==> src/rtl/fitbit_pkg.sv <==
// Shared types for the step tracker: edge-FSM states, display modes,
// statistic widths and saturating-increment helpers.
package fitbit_pkg;

    localparam int TOTAL_W     = 20;
    localparam int ACTIVE_W    = 16;
    localparam int SEC_STEPS_W = 8;
    localparam int ELAPSED_W   = 20;

    typedef enum logic [1:0] {
        EDGE_LOW      = 2'd0,
        EDGE_DEB_HIGH = 2'd1,
        EDGE_HIGH     = 2'd2,
        EDGE_DEB_LOW  = 2'd3
    } edge_state_e;

    typedef enum logic [1:0] {
        DISP_TOTAL    = 2'd0,
        DISP_ACTIVE   = 2'd1,
        DISP_LAST_SEC = 2'd2,
        DISP_ELAPSED  = 2'd3
    } disp_mode_e;

    // Long-lived statistics, registered together.
    typedef struct packed {
        logic [TOTAL_W-1:0]     total;
        logic [ACTIVE_W-1:0]    active;
        logic [SEC_STEPS_W-1:0] last_sec;
        logic [ELAPSED_W-1:0]   elapsed;
    } stats_t;

    function automatic logic [19:0] sat_inc20(input logic [19:0] v);
        return (&v) ? v : v + 20'd1;
    endfunction

    function automatic logic [15:0] sat_inc16(input logic [15:0] v);
        return (&v) ? v : v + 16'd1;
    endfunction

    function automatic logic [7:0] sat_inc8(input logic [7:0] v);
        return (&v) ? v : v + 8'd1;
    endfunction

    function automatic disp_mode_e next_mode(input disp_mode_e m);
        case (m)
            DISP_TOTAL:    return DISP_ACTIVE;
            DISP_ACTIVE:   return DISP_LAST_SEC;
            DISP_LAST_SEC: return DISP_ELAPSED;
            default:       return DISP_TOTAL;
        endcase
    endfunction

endpackage

==> src/rtl/step_tracker_ctrl_if.sv <==
// Step strobe link from the debouncer (master) to the statistics logic (slave).
interface step_tracker_ctrl_if;
    import fitbit_pkg::*;

    logic step_pulse;

    modport master (output step_pulse);
    modport slave  (input  step_pulse);

endinterface

==> src/rtl/step_debounce.sv <==
// Synchronizes the raw sensor level, debounces both edges and emits a
// one-cycle strobe when a debounced rising edge is accepted.
module step_debounce
    import fitbit_pkg::*;
#(
    parameter int DEBOUNCE_CYC = 1_000_000
) (
    input  logic                       clk_i,
    input  logic                       rst_ni,
    input  logic                       pulse_i,
    step_tracker_ctrl_if.master        step_if
);

    localparam int DW = (DEBOUNCE_CYC > 1) ? $clog2(DEBOUNCE_CYC) : 1;
    localparam logic [DW-1:0] DEB_LAST = DW'(DEBOUNCE_CYC - 1);

    logic [1:0]    sync_q;
    logic          lvl;
    edge_state_e   state_q, state_d;
    logic [DW-1:0] cnt_q, cnt_d;
    logic          step_q, step_d;

    assign lvl = sync_q[1];

    // Two-flop synchronizer for the asynchronous sensor input.
    always_ff @(posedge clk_i or negedge rst_ni) begin
        if (!rst_ni) sync_q <= 2'b00;
        else         sync_q <= {sync_q[0], pulse_i};
    end

    // Edge FSM and debounce counter registers.
    always_ff @(posedge clk_i or negedge rst_ni) begin
        if (!rst_ni) begin
            state_q <= EDGE_LOW;
            cnt_q   <= '0;
            step_q  <= 1'b0;
        end else begin
            state_q <= state_d;
            cnt_q   <= cnt_d;
            step_q  <= step_d;
        end
    end

    // Next state: a level must persist DEBOUNCE_CYC cycles in DEB_* to be accepted.
    always_comb begin
        state_d = state_q;
        cnt_d   = cnt_q;
        case (state_q)
            EDGE_LOW: begin
                if (lvl) begin
                    state_d = EDGE_DEB_HIGH;
                    cnt_d   = '0;
                end
            end
            EDGE_DEB_HIGH: begin
                if (!lvl)                  state_d = EDGE_LOW;
                else if (cnt_q == DEB_LAST) state_d = EDGE_HIGH;
                else                        cnt_d   = cnt_q + DW'(1);
            end
            EDGE_HIGH: begin
                if (!lvl) begin
                    state_d = EDGE_DEB_LOW;
                    cnt_d   = '0;
                end
            end
            EDGE_DEB_LOW: begin
                if (lvl)                    state_d = EDGE_HIGH;
                else if (cnt_q == DEB_LAST) state_d = EDGE_LOW;
                else                        cnt_d   = cnt_q + DW'(1);
            end
            default: state_d = EDGE_LOW;
        endcase
        // Only a confirmed rise counts; bouncing back from DEB_LOW is not a new step.
        step_d = (state_q == EDGE_DEB_HIGH) && (state_d == EDGE_HIGH);
    end

    assign step_if.step_pulse = step_q;

endmodule

==> src/rtl/step_tracker_ctrl.sv <==
// Step tracker: debounced step counting, per-second activity statistics
// and a rotating display selector.
module step_tracker_ctrl
    import fitbit_pkg::*;
#(
    parameter int CLKS_PER_SEC  = 100_000_000,
    parameter int DEBOUNCE_CYC  = 1_000_000,
    parameter int DISP_SEC      = 2,
    parameter int ACTIVE_THRESH = 2
) (
    input  logic        clk100MHz,
    input  logic        reset_n,
    input  logic        pulse_in,
    input  logic        clear,
    output logic        step_pulse,
    output logic        sec_tick,
    output logic [19:0] total_steps,
    output logic [15:0] active_secs,
    output logic [1:0]  disp_mode,
    output logic [19:0] disp_value
);

    localparam int SEC_W = (CLKS_PER_SEC > 1) ? $clog2(CLKS_PER_SEC) : 1;
    localparam logic [SEC_W-1:0] SEC_LAST = SEC_W'(CLKS_PER_SEC - 1);
    localparam int DSP_W = (DISP_SEC > 1) ? $clog2(DISP_SEC) : 1;
    localparam logic [DSP_W-1:0] DSP_LAST = DSP_W'(DISP_SEC - 1);
    localparam logic [SEC_STEPS_W-1:0] THRESH = SEC_STEPS_W'(ACTIVE_THRESH);

    step_tracker_ctrl_if deb_if ();

    step_debounce #(
        .DEBOUNCE_CYC (DEBOUNCE_CYC)
    ) u_step_debounce (
        .clk_i   (clk100MHz),
        .rst_ni  (reset_n),
        .pulse_i (pulse_in),
        .step_if (deb_if)
    );

    logic                   step, tick;
    logic [SEC_W-1:0]       sec_cnt_q, sec_cnt_d;
    logic [SEC_STEPS_W-1:0] sec_steps_q, sec_steps_d, closing;
    stats_t                 stats_q, stats_d;
    logic [DSP_W-1:0]       disp_cnt_q, disp_cnt_d;
    disp_mode_e             disp_mode_q, disp_mode_d;
    logic [19:0]            disp_value_q, disp_value_d;

    assign step = deb_if.step_pulse;
    assign tick = (sec_cnt_q == SEC_LAST);

    // Statistics, timebase and display registers.
    always_ff @(posedge clk100MHz or negedge reset_n) begin
        if (!reset_n) begin
            sec_cnt_q    <= '0;
            sec_steps_q  <= '0;
            stats_q      <= '0;
            disp_cnt_q   <= '0;
            disp_mode_q  <= DISP_TOTAL;
            disp_value_q <= '0;
        end else begin
            sec_cnt_q    <= sec_cnt_d;
            sec_steps_q  <= sec_steps_d;
            stats_q      <= stats_d;
            disp_cnt_q   <= disp_cnt_d;
            disp_mode_q  <= disp_mode_d;
            disp_value_q <= disp_value_d;
        end
    end

    // Next-state for counters; clear overrides any coincident step or tick.
    always_comb begin
        sec_cnt_d   = sec_cnt_q;
        sec_steps_d = sec_steps_q;
        stats_d     = stats_q;
        disp_cnt_d  = disp_cnt_q;
        disp_mode_d = disp_mode_q;
        // A step in the tick cycle still belongs to the second that is closing.
        closing     = step ? sat_inc8(sec_steps_q) : sec_steps_q;

        if (clear) begin
            sec_cnt_d   = '0;
            sec_steps_d = '0;
            stats_d     = '0;
            disp_cnt_d  = '0;
            disp_mode_d = DISP_TOTAL;
        end else begin
            sec_cnt_d = tick ? '0 : sec_cnt_q + SEC_W'(1);
            if (step) stats_d.total = sat_inc20(stats_q.total);
            if (tick) begin
                sec_steps_d      = '0;
                stats_d.last_sec = closing;
                stats_d.elapsed  = sat_inc20(stats_q.elapsed);
                if (closing >= THRESH) stats_d.active = sat_inc16(stats_q.active);
                if (disp_cnt_q == DSP_LAST) begin
                    disp_cnt_d  = '0;
                    disp_mode_d = next_mode(disp_mode_q);
                end else begin
                    disp_cnt_d  = disp_cnt_q + DSP_W'(1);
                end
            end else begin
                sec_steps_d = closing;
            end
        end
    end

    // Display value is registered from the current mode and statistics.
    always_comb begin
        disp_value_d = '0;
        case (disp_mode_q)
            DISP_TOTAL:    disp_value_d = stats_q.total;
            DISP_ACTIVE:   disp_value_d = {4'd0, stats_q.active};
            DISP_LAST_SEC: disp_value_d = {12'd0, stats_q.last_sec};
            default:       disp_value_d = stats_q.elapsed;
        endcase
    end

    assign step_pulse  = step;
    assign sec_tick    = tick;
    assign total_steps = stats_q.total;
    assign active_secs = stats_q.active;
    assign disp_mode   = disp_mode_q;
    assign disp_value  = disp_value_q;

endmodule
==> config.mk <==
export PLATFORM = sky130hd
export DESIGN_NAME = step_tracker_ctrl
export DESIGN_NICKNAME = d
export VERILOG_FILES = /design/src/rtl/fitbit_pkg.sv /design/src/rtl/step_tracker_ctrl_if.sv /design/src/rtl/step_debounce.sv /design/src/rtl/step_tracker_ctrl.sv
export SDC_FILE = /design/constraint.sdc
export NUM_CORES = 1
export LEC_CHECK = 0
export ABC_AREA = 1
export BUFFER_PORTS_ARGS = -buffer_cell sky130_fd_sc_hd__buf_2
export CORE_MARGIN = 4
export CORE_UTILIZATION = 40
export CTS_BUF_LIST = sky130_fd_sc_hd__clkbuf_4 sky130_fd_sc_hd__clkbuf_8 sky130_fd_sc_hd__clkbuf_16
export DETAILED_ROUTE_END_ITERATION = 10
export PLACE_DENSITY = 0.59
export SYNTH_ARGS = -nofsm -noshare
export SYNTH_HDL_FRONTEND = slang
export SYNTH_HIERARCHICAL = 1
export SYNTH_SLANG_ARGS = --single-unit
==> constraint.sdc <==
create_clock -name clk100MHz -period 5.4 [get_ports clk100MHz]
set_input_delay 0.81 -clock clk100MHz [delete_from_list [all_inputs] [get_ports clk100MHz]]
set_output_delay 0.81 -clock clk100MHz [all_outputs]
set_load 0.05 [all_outputs]
## Word level (Yosys, flattened, before mapping)

Cells that the tools add are included.

- Flip-flop bits (word level): 147
- Input port bits: 4
- Output and inout bits: 60
- Word-level logic and storage cells: 86

- Add/subtract/negate cells: 7
- Magnitude comparators: 1
- Equal/unequal tests: 15
- Mux-type cells: 34
- Reductions and logical operators: 16

Operators with widths:

| cell | count |
|---|---|
| 20-bit 2-to-1 mux | 8 |
| 20-bit case mux with 4 select lines | 1 |
| 64-bit 2-to-1 mux | 1 |
| 20-bit by 1-bit adder with 20-bit output (second input constant) | 3 |
| 20-bit case mux with 3 select lines | 1 |
| 27-bit 2-to-1 mux | 2 |
| 44-bit 2-to-1 mux | 1 |
| 20-bit AND reduction | 2 |
| 16-bit 2-to-1 mux | 2 |
| 8-bit 2-to-1 mux | 4 |
| 27-bit by 1-bit adder with 27-bit output (second input constant) | 1 |
| 27-bit == test (second input constant) | 1 |
| 20-bit == test (second input constant) | 1 |
| 2-bit 2-to-1 mux | 9 |
| 16-bit by 1-bit adder with 16-bit output (second input constant) | 1 |
| 16-bit AND reduction | 1 |
| 2-bit inequality test (second input constant) | 5 |
| 8-bit by 1-bit adder with 8-bit output (second input constant) | 1 |
| 2-bit == test (second input constant) | 4 |
| 8-bit by 2-bit >= comparator with 1-bit output (second input constant) | 1 |
| 2-bit case mux with 4 select lines | 1 |
| 8-bit AND reduction | 1 |
| 2-bit nonzero test | 4 |
| 2-bit case mux with 3 select lines | 1 |
| 9 further kinds | 16 |

## Longest topological paths before layout

Gate-level depths: netlist (run 1).

- Word-level depth: 7
- Depth in mapped cells: 14
- Gate-level depth less buffers: 13

## Modules after synthesis

Netlist (run 1), hierarchy kept.

Modules (own cells, without submodules):

| module | times used | cells each | area each (um^2) | seq. area each (um^2) |
|---|---|---|---|---|
| step_tracker_ctrl | 1 | 940 | 7,369.6 | 3,052.9 |
| step_debounce | 1 | 222 | 1,534.0 | 625.6 |

## Worst setup path before layout (run 1)

Ideal clock, no wire load.

- Path kind: reg-to-output
- From: reg sec_cnt_q[17]
- To: out sec_tick
- Arrival: 1.312 ns
- Required time: 4.590 ns
- Slack: 3.278 ns
- Cell stages (with the launch flop): 8
- Buffers on the path: 0
- Cells stage by stage: dfrtp_1 inv_1 nand2_1 nor2_1 nand3_1 nor2_1 nand3_4 inv_1

- Cells in the longest elaborated chain, start to end: 1

Ends and longest elaborated chain:

| element | RTL line | text |
|---|---|---|
| from (decl) | step_tracker_ctrl.sv:41 | `logic [SEC_W-1:0] sec_cnt_q, sec_cnt_d;` |
| from (signal assigned) | step_tracker_ctrl.sv:61 | `sec_cnt_q <= sec_cnt_d;` |
| 27-bit == test | step_tracker_ctrl.sv:49 | `assign tick = (sec_cnt_q == SEC_LAST);` |
| to (decl) | step_tracker_ctrl.sv:16 | `output logic sec_tick,` |

No other way between the ends.

## Worst setup path after layout (run 1)

- From: reg stats_q (netlist bit total_steps[0])
- To: reg stats_q (netlist bit total_steps[17])

- Cells in the longest elaborated chain, start to end: 4
- Elaborated cells on any way between the ends: 7
- Those cells by class: add/sub: 1; eq/ne: 1; mux: 3; reduce/logical: 2

Ends and longest elaborated chain:

| element | RTL line | text |
|---|---|---|
| from (decl) | step_tracker_ctrl.sv:43 | `stats_t stats_q, stats_d;` |
| from (signal assigned) | step_tracker_ctrl.sv:63 | `stats_q <= stats_d;` |
| 20-bit by 1-bit adder with 20-bit output | fitbit_pkg.sv:33 | `return (&v) ? v : v + 20'd1;` |
| 20-bit 2-to-1 mux | fitbit_pkg.sv:33 |  |
| 20-bit 2-to-1 mux | step_tracker_ctrl.sv:88 | `if (step) stats_d.total = sat_inc20(stats_q.total);` |
| 64-bit 2-to-1 mux | step_tracker_ctrl.sv:80 | `if (clear) begin` |

Several ways; a longest one is shown, not always the timed one. The select of a mux whose other input is x is not followed.
A chain may end at the register's enable or synchronous reset.

==> reports/results.txt, run 1 <==
The flow ran to the end, and the final reports show no timing, DRC or antenna violations. The effective utilization at floorplan is 40.67%. The worst setup path is captured at a register.

Quantity of I/O buffers inserted on ports: 63. In this run the worst path has a maximum fanout of 12. In this run the cell area of the synthesized design comes to 8904 um^2. The initial antenna violation count came out at 0. After synthesis, the largest area contributor takes up 41.32% of total cell area. Leakage power: 4.355 nW.

In this run, synthesis inferred 0 flip-flops with an integrated enable. Wires add up to 22910 um. nand2_1 is the most common cell in the netlist.

The run gives 0.2051 mV as the worst supply voltage drop on vdd. When the netlist entered floorplanning its net count stood at 1176. The region available for standard cell placement spans 21890 um^2.

The maximum achievable frequency is 0.3559 GHz. TritonCTS built the clock tree. The synthesized flop and latch total is 147, and the smallest setup slack after layout is 2.590 ns. The floorplan step defined a die boundary enclosing 24710 um^2. Summed over all nets, wire length on met3 after detailed routing comes to 863 um. In this run, post-CTS hold repair placed 0 buffers.

Entering global routing, the biggest net connects 110 pins. The first global-routing pass estimated 38010 um of wire. The row count is 54, and the final setup TNS is 0 ns. The number of optimization iterations in the first detailed-route pass came out at 5. Routability-driven placement congestion ratio: 0.9309.

The run gives 0 as the hold violation count in the final report. Global routing used 19.19% of the available tracks across all layers. Setup repair after global routing left no endpoint under its margin.

The clock tree skew after final layout came out at 0.01237 ns. For this design the ratio of total power to cell area is 249.5 nW/um^2. The synthesis warning total is 6. In this run the critical register-to-register path is captured at total_steps[17].

In this design, the stage delay of the slowest critical-path cell is 0.49 ns. The clock slew at the register clock pins of the worst setup and hold paths is 0.07 ns, and the detailed placement HPWL is 16520 um. The tools report the final global-route overflow total as 0. Portion of the post-synthesis area used by sequential elements: 41.32%. The length of routed met2 wiring came out at 11300 um.

The root buffer selected by CTS is clkbuf_16. The worst relative slew slack is 29.07%, and the number of buffers added for setup after CTS is 0. In the synthesized netlist the async set-or-reset flop fraction comes to 100.0%. After the first detailed-routing iteration, the DRC count stood at 623. Max-cap violations in this run came to 0. The worst hold path terminates at u_step_debounce/sync_q[1].

A synthesized cell averages 7.662 um^2. The detailed router put a total of 10390 um of wire on met1. The slowest stage of the critical path is the dfrtp_1 cell. The logs give 147 for the number of sinks driven by the clock tree and 7255 for the number of global-route vias before repair.

Count of unresolved DRC violations after routing: 0. The number of distinct library cells after synthesis came out at 49. The clock latency reported for the late side of the worst-skew pair was 0.43 ns.

In this run the most critical hold path is launched from u_step_debounce/sync_q[0]. Setup violations remaining at the end of the flow were counted as 0. The H-tree level count was 4. In the post-synthesis netlist, the biggest area contributors are dfrtp_1 (41%), nand2_1 (11%), nand3_1 (5.1%), nor2_1 (5.0%), inv_1 (5.0%).

The startpoint identified for the worst register-to-register timing path is total_steps[0]. The smallest clock period supported by the final layout is computed as 2.810 ns. The total CTS buffers is 17. The prevailing post-synth register cell is dfrtp_1. OpenSTA, run right after detailed placement, puts the worst setup slack at 2.480 ns. At the pin with the least slew margin, the transition time is 1.064 ns. By startpoint and endpoint, the worst setup path is classified as register to register.

The worst register-to-register path has a setup slack of 2.59 ns. The tools report the buffer depth of the longest clock path as 2. Once detail routing completed, the nets flagged for antenna violations numbered 0.

The count of antenna diodes in the layout came out at 0. The post-CTS resize count is 0, and the final cycle utilization of the critical path is 52.03%. After detailed routing, the average wire length per cell comes to 15.58 um. The fraction of final layout cells with drive strength greater than 1 was 13.77%; the arrival time of the worst setup path was 3.11 ns. The die outline width works out to 157.2 um. The critical path startpoint category was a register. Walking the worst path, the cells encountered are ha_1, inv_1, nor2_1, nand2_1, nor2_1, nand3_1, nand2_1, nand2_1, clkinv_1, o21ai_0.

The top cell type by total area after synthesis is dfrtp_1. For the data required time at the worst endpoint, the log shows 5.70 ns. At the end of the flow the core is filled with cells to 44.18%.

The ratio of routed vias to standard cells is 5.146, and the count of cells along the worst register-to-register path is 10. Signal routing reaches up to met4. Summing over every cut layer, the via total after detailed routing is 7570. The worst hold path passes through 0 cells. Measured along the y axis, the die boundary spans 157.2 um. In this run the worst hold path is classified as register to register.

The run gives 1162 as the cell count after synthesis. The final number of max-transition violations was 0. The most numerous cell type found on the critical path is nand2_1.

By count the netlist is led by nand2_1 (270), dfrtp_1 (147), nor2_1 (119). Number of nets in the layout: 1192. For this design the top-level I/O count stands at 64. Relative to the synthesized area, the layout overhead comes to 8.628%.
-- layout make-up --
type	instances	area, um^2
Inverter	127	476.7
Clock inverter	13	105.1
Multi-Input combinational cell	820	4278
Fill cell	2254	12220
Clock buffer	19	446.7
Tap cell	280	350.3
Timing Repair Buffer	65	336.6
Sequential cell	147	3679
-- worst max-delay path by stage --
stage	cells after the start	end	startpoint
after floorplan	7	sec_tick	sec_cnt_q[17]
after global placement	7	total_steps[3]	clear
after detailed placement	7	total_steps[3]	clear
after CTS	8	sec_tick	sec_cnt_q[17]
after global routing	11	total_steps[13]	total_steps[0]
final	10	total_steps[17]	total_steps[0]
-- stage by stage --
step / area (um^2) / cells / total power [mW] / hold WS, ns
2_1_floorplan: 8904 / 1162 / 1.259 / 0.3312
3_3_place_gp: 9120 / 1439 / 1.318 / 0.3343
3_5_place_dp: 9120 / 1439 / 1.320 / 0.3516
4_1_cts: 9672 / 1471 / 2.442 / 0.3648
5_1_grt: 9672 / 1471 / 2.510 / 0.3675
6_report: 9672 / 1471 / 2.413 / 0.3642
-- logic make-up (layout without fill, tap and decap cells) --
logic type / after synthesis / after routing / share of synthesized area, %
DFF: 147 / 147 / 41.32
xor gates and xnor gates: 46 / 46 / 4.525
AOI/OAI and AO/OA: 136 / 136 / 9.008
adders and majority gates: 10 / 10 / 1.405
buffers and inverters: 195 / 224 / 10.64
and+or+nand+nor: 628 / 628 / 33.11
-- report_power, final --
part | leakage (nW) | switching (mW) | internal (mW)
registers | 2.04 | 0.0164 | 1.12
clock network | 0.265 | 0.503 | 0.611
logic | 2.05 | 0.135 | 0.0300
total | 4.35 | 0.655 | 1.76
-- cell usage in the layout (no fill, tap or decap), drive strengths merged, types with 9 or more instances in the layout --
cell | synthesis | routed
a21oi | 25 | 25
buf | 56 | 65
clkbuf | 12 | 19
clkinv | 2 | 9
dfrtp | 147 | 147
ha | 10 | 10
inv | 125 | 128
nand2 | 290 | 290
nand3 | 103 | 103
nand4 | 45 | 45
nor2 | 132 | 132
nor3 | 39 | 39
o21ai | 75 | 75
o22ai | 9 | 9
xor2 | 39 | 39
-- registers in the layout (all words and copies together) (netlist names) --
| register | cells |
|---|---|
| u_step_debounce/cnt_q | 20 |
| disp_value | 20 |
| u_step_debounce/sync_q | 2 |
| sec_steps_q | 8 |
| stats_q | 28 |
| disp_cnt_q | 1 |
| u_step_debounce/step_if.step_pulse | 1 |
| disp_mode | 2 |
| total_steps | 20 |
| u_step_debounce/state_q | 2 |
| sec_cnt_q | 27 |
| active_secs | 16 |
-- worst max-delay path, delay by kind of cell (launching register included) --
kind	cells	cell delay, ns
flip-flops	1	0.49
buffers and inverters	2	0.42
adder cells (fa/ha/maj)	1	0.29
AO/OA/AOI/OAI	1	0.14
AND/OR/NAND/NOR	6	1.33
-- layer usage --
metal | GRT usage, % | vias up
li1 | - | 3815
met3 | 3.657 | 24
met4 | 5.490 | 0
met2 | 32.65 | 153
met1 | 25.02 | 3578
met5 | 0 | -
(Power assumes the default switching activity.)
==> run 2: changes to the inputs <==
- ABC_AREA: 1 -> 0
- PLACE_DENSITY: 0.59 -> 0.61
- clock period: 5.4 -> 2.4 ns (I/O delays scaled with it)
==> reports/results.txt, run 2 <==
Dividing the synthesized area by the synthesized cell count gives 9.411 um^2. The library cell used most frequently in the layout, excluding fill and tap cells, is dfrtp_1. Area of the die: 21500 um^2. The number of global-route vias before repair is 5909. The final routed wire length divided by cell count is 16.23 um. The die is 146.6 um wide.

The count of antenna diodes in the layout is 0. Synthesis produced a netlist with a net count of 831. The worst min-delay path class is input port to register. Max-cap violations in this run came to 0.

The post-route antenna net violation count is 0, and the worst relative slew slack is 50.24%. The number of distinct library cells after synthesis is 58, and the flip-flop count of the largest register after layout is 28. During I/O placement, the number of pins put on the boundary was 64. The total routing resource utilization after global routing was 17.45%. Among cell families on the critical path, the largest total delay comes from simple AND/OR/NAND/NOR gates.

Clock slew at the register clock pins of the worst setup and hold paths: 0.06 ns. The synthesized design contains 147 register bits. The run gives 0.4077 GHz as the maximum achievable frequency. Power spread over the standard cell area amounts to 585.4 nW/um^2.

Synthesis produced 817 cells. In the synthesized netlist the dominant register cell turns out to be dfrtp_1. The post-route netlist has 20.70% of its cells at a drive strength greater than 1.

For this run, the detailed router's first-pass iteration total came to 5. The flow ran to the end, but the final reports show violations. The origin of the critical flop-to-flop path was sec_cnt_q[0]. The worst path uses 102.2% of the clock period. The critical path crosses 7 cells after its start point. In this run the worst setup path terminates at sec_tick. For the finished layout, the period the worst path requires is 2.453 ns.

The class of the most critical setup path is register to primary output. The tools report the wire length of the first global-routing pass as 30640 um. Hold is met by 0.04089 ns. The congestion estimate from routability-driven global placement came to 0.8527. The worst supply voltage drop on vdd came out at 0.5551 mV. The run gives 6177 as the detailed-route via count. The run gives 2.04 ns as the data required time at the worst endpoint. For the iteration-0 DRC count of the detailed router, the log shows 458. The worst setup path is launched from a register. Root buffer selected by CTS: clkbuf_16. The smallest setup slack after layout is -0.05303 ns, and the row count is 50. In the final layout, the registers with the most flip-flops are stats_q (28), sec_cnt_q (27). For this run, the slowest stage of the critical path takes 0.43 ns. The synthesis warning total is 6, and the layout overhead on the synthesized area is 19.38%. After synthesis, the share of flip-flops with an asynchronous set or reset is 100.0%.

Of all nets on the critical path, the largest fanout is 2. The maximum number of pins on one net before global-route repair came out at 70. In the post-synthesis netlist, the cell with the most instances is dfrtp_1. The run gives 7689 um^2 as the synthesized cell area. The run gives 9179 um^2 as the post-route standard cell area excluding fillers. The final number of max-transition violations was 0; the detailed placement HPWL was 12750 um. Register ranked first by flip-flop count: stats_q. For the worst flop-to-flop path, the logic depth is 10. The logs give 18830 um^2 for the core box area and 17 for the total CTS buffers. The critical path capture point type is a primary output.

The fraction of synthesized cell area taken by the top area cell type works out to 47.84%. The register-to-register setup slack is -0.03 ns, and the slew of the pin with the lowest slew margin is 0.7464 ns. The clock tree synthesis step divided the H-tree into 4 levels.

The initial antenna violation count came out at 0. Counting along the longest clock path gives a buffer depth of 2. Summing the sequential cell areas from Yosys gives 47.84% of the chip area. The quantity of I/O buffers inserted on ports was 63; the final global-route overflow total was 0. The cell that appears most often on the critical path is buf_12.

The analysis attributes to cell leakage a power of 3.977 nW. After synthesis, the most frequently instantiated cells are dfrtp_1 (147), nor2_1 (98), nand2_1 (74). The number of sinks driven by the clock tree was 147; the effective utilization at floorplan was 40.83%. Yosys mapped a number of flops with a built-in enable equal to 0. At the worst endpoint, the arrival time is 2.09 ns.

Setup repair after global routing could not meet its margin everywhere. Setup violations remaining at the end of the flow were counted as 3. The run gives 0 as the hold violation count in the final report.

TritonCTS built the clock tree. The most critical setup path has its startpoint at sec_cnt_q[0]. The clock latency reported for the late side of the worst-skew pair was 0.43 ns; the ratio of routed vias to standard cells was 5.376. The buffer and inverter count on the worst path is 3.

Sorting the synthesized cells by area gives the leading types as dfrtp_1 (48%), nor2_1 (4.8%), xor2_1 (3.9%), buf_4 (3.6%), nand2_1 (3.6%). The tools report the clock tree skew after final layout as 0.01263 ns. The worst register-to-register path ends at active_secs[2]. The critical path goes through ha_2, nand4_4, or2_1, or3_4, clkinv_4, buf_12, buf_12.

The final layout contains routed wiring with a total length of 18650 um. dfrtp_1 takes more of the synthesized area than any other cell. The placed instances occupy a cell area of 8260 um^2.

Among all stages on the critical path, the largest delay is contributed by or3_4. The final reports fail on negative setup slack. In the routed design, unresolved DRC markers number 0.

The top cell types in the final layout, fill and taps aside, are dfrtp_1 (146), nor2_1 (97), nand2_1 (74). The chip height was 146.6 um. Number of nets in the layout: 891.
run 2: changes by cell type after synthesis, sizes merged, moves of 12 or more:
cell	previous run	this run
mux2i	0	12
nor4	2	16
nor2	132	98
inv	125	26
o21ai	75	41
and3	1	16
nand2	290	74
or3	0	24
xnor2	7	31
nand4	45	30
nor3	39	15
nand3	103	44
run 2: worst min path at each step:
stage	startpoint	end	cells after the start
3_3_place_gp	u_step_debounce/sync_q[0]	u_step_debounce/sync_q[1]	0
5_1_grt	pulse_in	u_step_debounce/sync_q[0]	1
3_5_place_dp	u_step_debounce/sync_q[0]	u_step_debounce/sync_q[1]	0
2_1_floorplan	reset_n	active_secs[0]	0
4_1_cts	pulse_in	u_step_debounce/sync_q[0]	1
6_report	pulse_in	u_step_debounce/sync_q[0]	1
run 2: power breakdown:
part | switching [mW] | internal, mW | leakage, nW
Clock | 1.15 | 1.56 | 0.283
Sequential | 0.0120 | 2.49 | 2.04
Combinational | 0.116 | 0.0442 | 1.65
Total | 1.28 | 4.10 | 3.98
run 2: layout make-up:
class	instances	area, um^2
clock buffers	17	425.4
clock inverters	14	168.9
fillers	1725	9652
inverters	27	106.4
multi-input cells	572	3646
flip-flops and latches	147	3680
well taps	260	325.3
repair buffers	112	827.0
run 2: timing repair:
item,in CTS,in global routing
buffers inserted,3,5
gates resized for setup,9,32
hold buffers,1,0
cloned,0,2
hold endpoints to repair,53,0
setup endpoints to repair,1,24
pin swaps,4,24
run 2: cell families after synthesis:
logic type / synth area share [%]
buffers and inverters: 7.063
and+or+nand+nor: 23.50
muxes: 2.002
adders and majority gates: 1.627
xor gates and xnor gates: 7.404
AOI/OAI and AO/OA: 10.56
DFF: 47.84
run 2: stage by stage:
stage	TNS [ns]	instances	setup WS, ns	utilization (%)	total power, mW
after global placement	0	1107	0.09753	43.87	2.706
after floorplan	0	817	0.09237	-	2.609
final	-0.09585	1149	-0.05303	48.74	5.373
after detailed placement	0	1107	0.01776	43.87	2.706
after CTS	-0.08365	1142	-0.04346	47.48	5.426
after global routing	-1.097	1149	-0.1371	48.74	5.561
run 2: layer usage:
metal  part of all wire (%)  global-route usage (%)  up-vias  routed length (um)
met5                      0                       0        -                   0
met4                    2.2                   6.209        0                 418
met3                    4.3                   3.507       26                 795
met2                     48                   28.62      157                9036
met1                     45                   23.01     3001                8394
li1                       -                       -     2993                   -
==> run 3: changes to the inputs <==
==> constraint.sdc (replaced) <==
create_clock -name clk100MHz -period 2.4 [get_ports clk100MHz]
set_input_delay 0.36 -clock clk100MHz [delete_from_list [all_inputs] [get_ports clk100MHz]]
set_output_delay 0.36 -clock clk100MHz [all_outputs]
set_load 0.1 [all_outputs]
==> reports/results.txt, run 3 (synthesized netlist as in run 2, its figures left out) <==
The layout has 1787 filler cells. The row count was 50. The routed layout has 6118 vias. The clock arrives with 0.009953 ns of skew. The run gives 0.8383 as the routability-driven placement congestion ratio. For this design the ratio of total power to cell area is 594.2 nW/um^2. The final number of max-transition violations was 0; the quantity of I/O buffers inserted on ports was 63. The logs give 29920 um for the wire length of the first global-routing pass and 0 for the post-route antenna net violation count. In the global route stage, overall resource usage came out at 17.13%. The run gives -0.06036 ns as the smallest setup slack after layout. At the worst endpoint, the arrival time is 2.10 ns. The slew of the pin with the lowest slew margin was 0.6664 ns; the number of nets in the layout was 882. The logs give 21500 um^2 for the area of the die and 5 for the number of optimization iterations in the first detailed-route pass. The final cycle utilization of the critical path works out to 102.5%.

The root buffer selected by CTS is clkbuf_16. Final hold analysis gives a worst-case slack of 0.03701 ns. Final setup TNS: -0.06036 ns.

The tools report the count of unresolved DRC violations after routing as 0. The tools report the worst supply voltage drop on vdd as 0.4709 mV. The final reports fail on negative setup slack. Relative to the synthesized area, the layout overhead comes to 16.57%.

Clock-pin slew was measured on the worst setup and hold paths at 0.06 ns. The worst setup path is captured at a primary output. The largest registers in the layout are stats_q (28), sec_cnt_q (27).

The clock tree synthesis step divided the H-tree into 4 levels. The number of global-route vias before repair is 5771. The number of clock buffers added by TritonCTS is 17.

In this run the vertical extent of the chip is 146.6 um. Worst relative slew slack: 55.25%. The tools report the clock latency reported for the late side of the worst-skew pair as 0.43 ns. The tools report the final number of setup-violating endpoints as 1. TritonCTS built the clock tree. The die is 146.6 um wide. Most common cell after layout, fill and taps aside: dfrtp_1. In the final layout, the share of cells above drive strength 1 is 18.50%.

The worst setup path is of the register to primary output kind. Overall power after layout: 5.325 mW. The first routing iteration left 547 violations. The final global-route overflow total is 0, and the maximum achievable frequency is 0.4064 GHz.

The logs give 0 for the hold violation count in the final report and 0 for the count of antenna diodes in the layout. Counting I/O delays and the setup requirement, the final critical path takes 2.460 ns. Summing all placed instances gives a cell area of 8168 um^2.

Setup repair after global routing could not meet its margin everywhere. Across the run, the number of max-cap violations was 0. Of all nets on the critical path, the largest fanout is 3.

In this run the worst hold path is classified as input port to register. The clock passes through at most 2 buffers. Data on the critical path is required at its endpoint by 2.04 ns. Summed over all layers, the routed wires come to 18710 um. The final routed wire length divided by cell count was 16.40 um. Summed over all cells, the static leakage comes to 3.852 nW.

The region available for standard cell placement spans 18830 um^2. Leaving out fill and tap cells, the most frequent cells in the layout are dfrtp_1 (146), nor2_1 (98), nand2_1 (74). For the post-route standard cell area excluding fillers, the log shows 8962 um^2.

The critical path startpoint category is a register. The flow ran to the end, but the final reports show violations. After legalization and detailed placement, the total HPWL measured 12650 um. The initial antenna violation count is 0.

Entering global routing, the biggest net connects 70 pins. More flip-flops sit in one register than any other, and that register is stats_q. Ratio of routed vias to standard cells: 5.362. In this run the count of I/O pins placed on the die edge is 64. The run gives 40.83% as the effective utilization at floorplan. The tree built by TritonCTS fans out to 147 sinks. The register with the most flip-flops in the layout has 28 of them.
[run 3: repair_timing]
item / CTS / global route
setup endpoints to repair: 2 / 18
gates cloned: 0 / 2
hold buffers: 1 / 0
pin swaps: 5 / 7
gates resized for setup: 3 / 10
buffers inserted: 6 / 6
hold endpoints to repair: 54 / 0
[run 3: path summary, 6_finish.rpt]
kind | startpoint | endpoint | cells after the start | slack [ns]
setup / recovery | sec_cnt_q[0] | sec_tick | 7 | -0.06
hold / removal | pulse_in | u_step_debounce/sync_q[0] | 1 | 0.04
setup reg to reg | sec_cnt_q[0] | active_secs[9] | 9 | 0.04
hold reg to reg | u_step_debounce/sync_q[0] | u_step_debounce/sync_q[1] | 0 | 0.36
max in group asynchronous | reset_n | disp_value[1] | 3 | 1.27
min in group asynchronous | reset_n | total_steps[7] | 2 | 0.48
[run 3: area by class of cell]
cell class	instances	area [um^2]	area share [%]
Sequential cell	147	3682	41.09
Tap cell	260	325.3	3.630
Multi-Input combinational cell	573	3567	39.80
Clock buffer	19	452.9	5.054
Clock inverter	13	138.9	1.550
Inverter	27	106.4	1.187
Timing Repair Buffer	102	689.4	7.692
[run 3: worst max-delay path, stage by stage, from the launching register on]
cell and delay [ns]:
dfrtp_1 0.36, ha_2 0.19, nand4_2 0.11, or2_1 0.25, or3_4 0.40, clkinv_4 0.08
buf_6 0.11, buf_12 0.17
[run 3: stage by stage]
step	setup WS [ns]	std cells	util, %
after CTS	-0.07052	1133	46.88
after global placement	0.07343	1094	43.38
after global routing	-0.1028	1141	47.59
after floorplan	-0.01409	817	-
after detailed placement	0.01542	1094	43.38
final	-0.06036	1141	47.59
[run 3: report_power, final]
| part | leakage [nW] | internal, mW | switching (mW) |
|---|---|---|---|
| combinational | 1.52 | 0.0435 | 0.113 |
| clock | 0.295 | 1.52 | 1.14 |
| sequential | 2.04 | 2.49 | 0.0150 |
| total | 3.85 | 4.06 | 1.27 |
[run 3: metal layers]
| metal | GRT usage, % | part of all wire [%] |
|---|---|---|
| met3 | 3.911 | 4.6 |
| met4 | 5.550 | 1.8 |
| met5 | 0 | 0 |
| met1 | 22.73 | 46 |
| met2 | 27.86 | 48 |
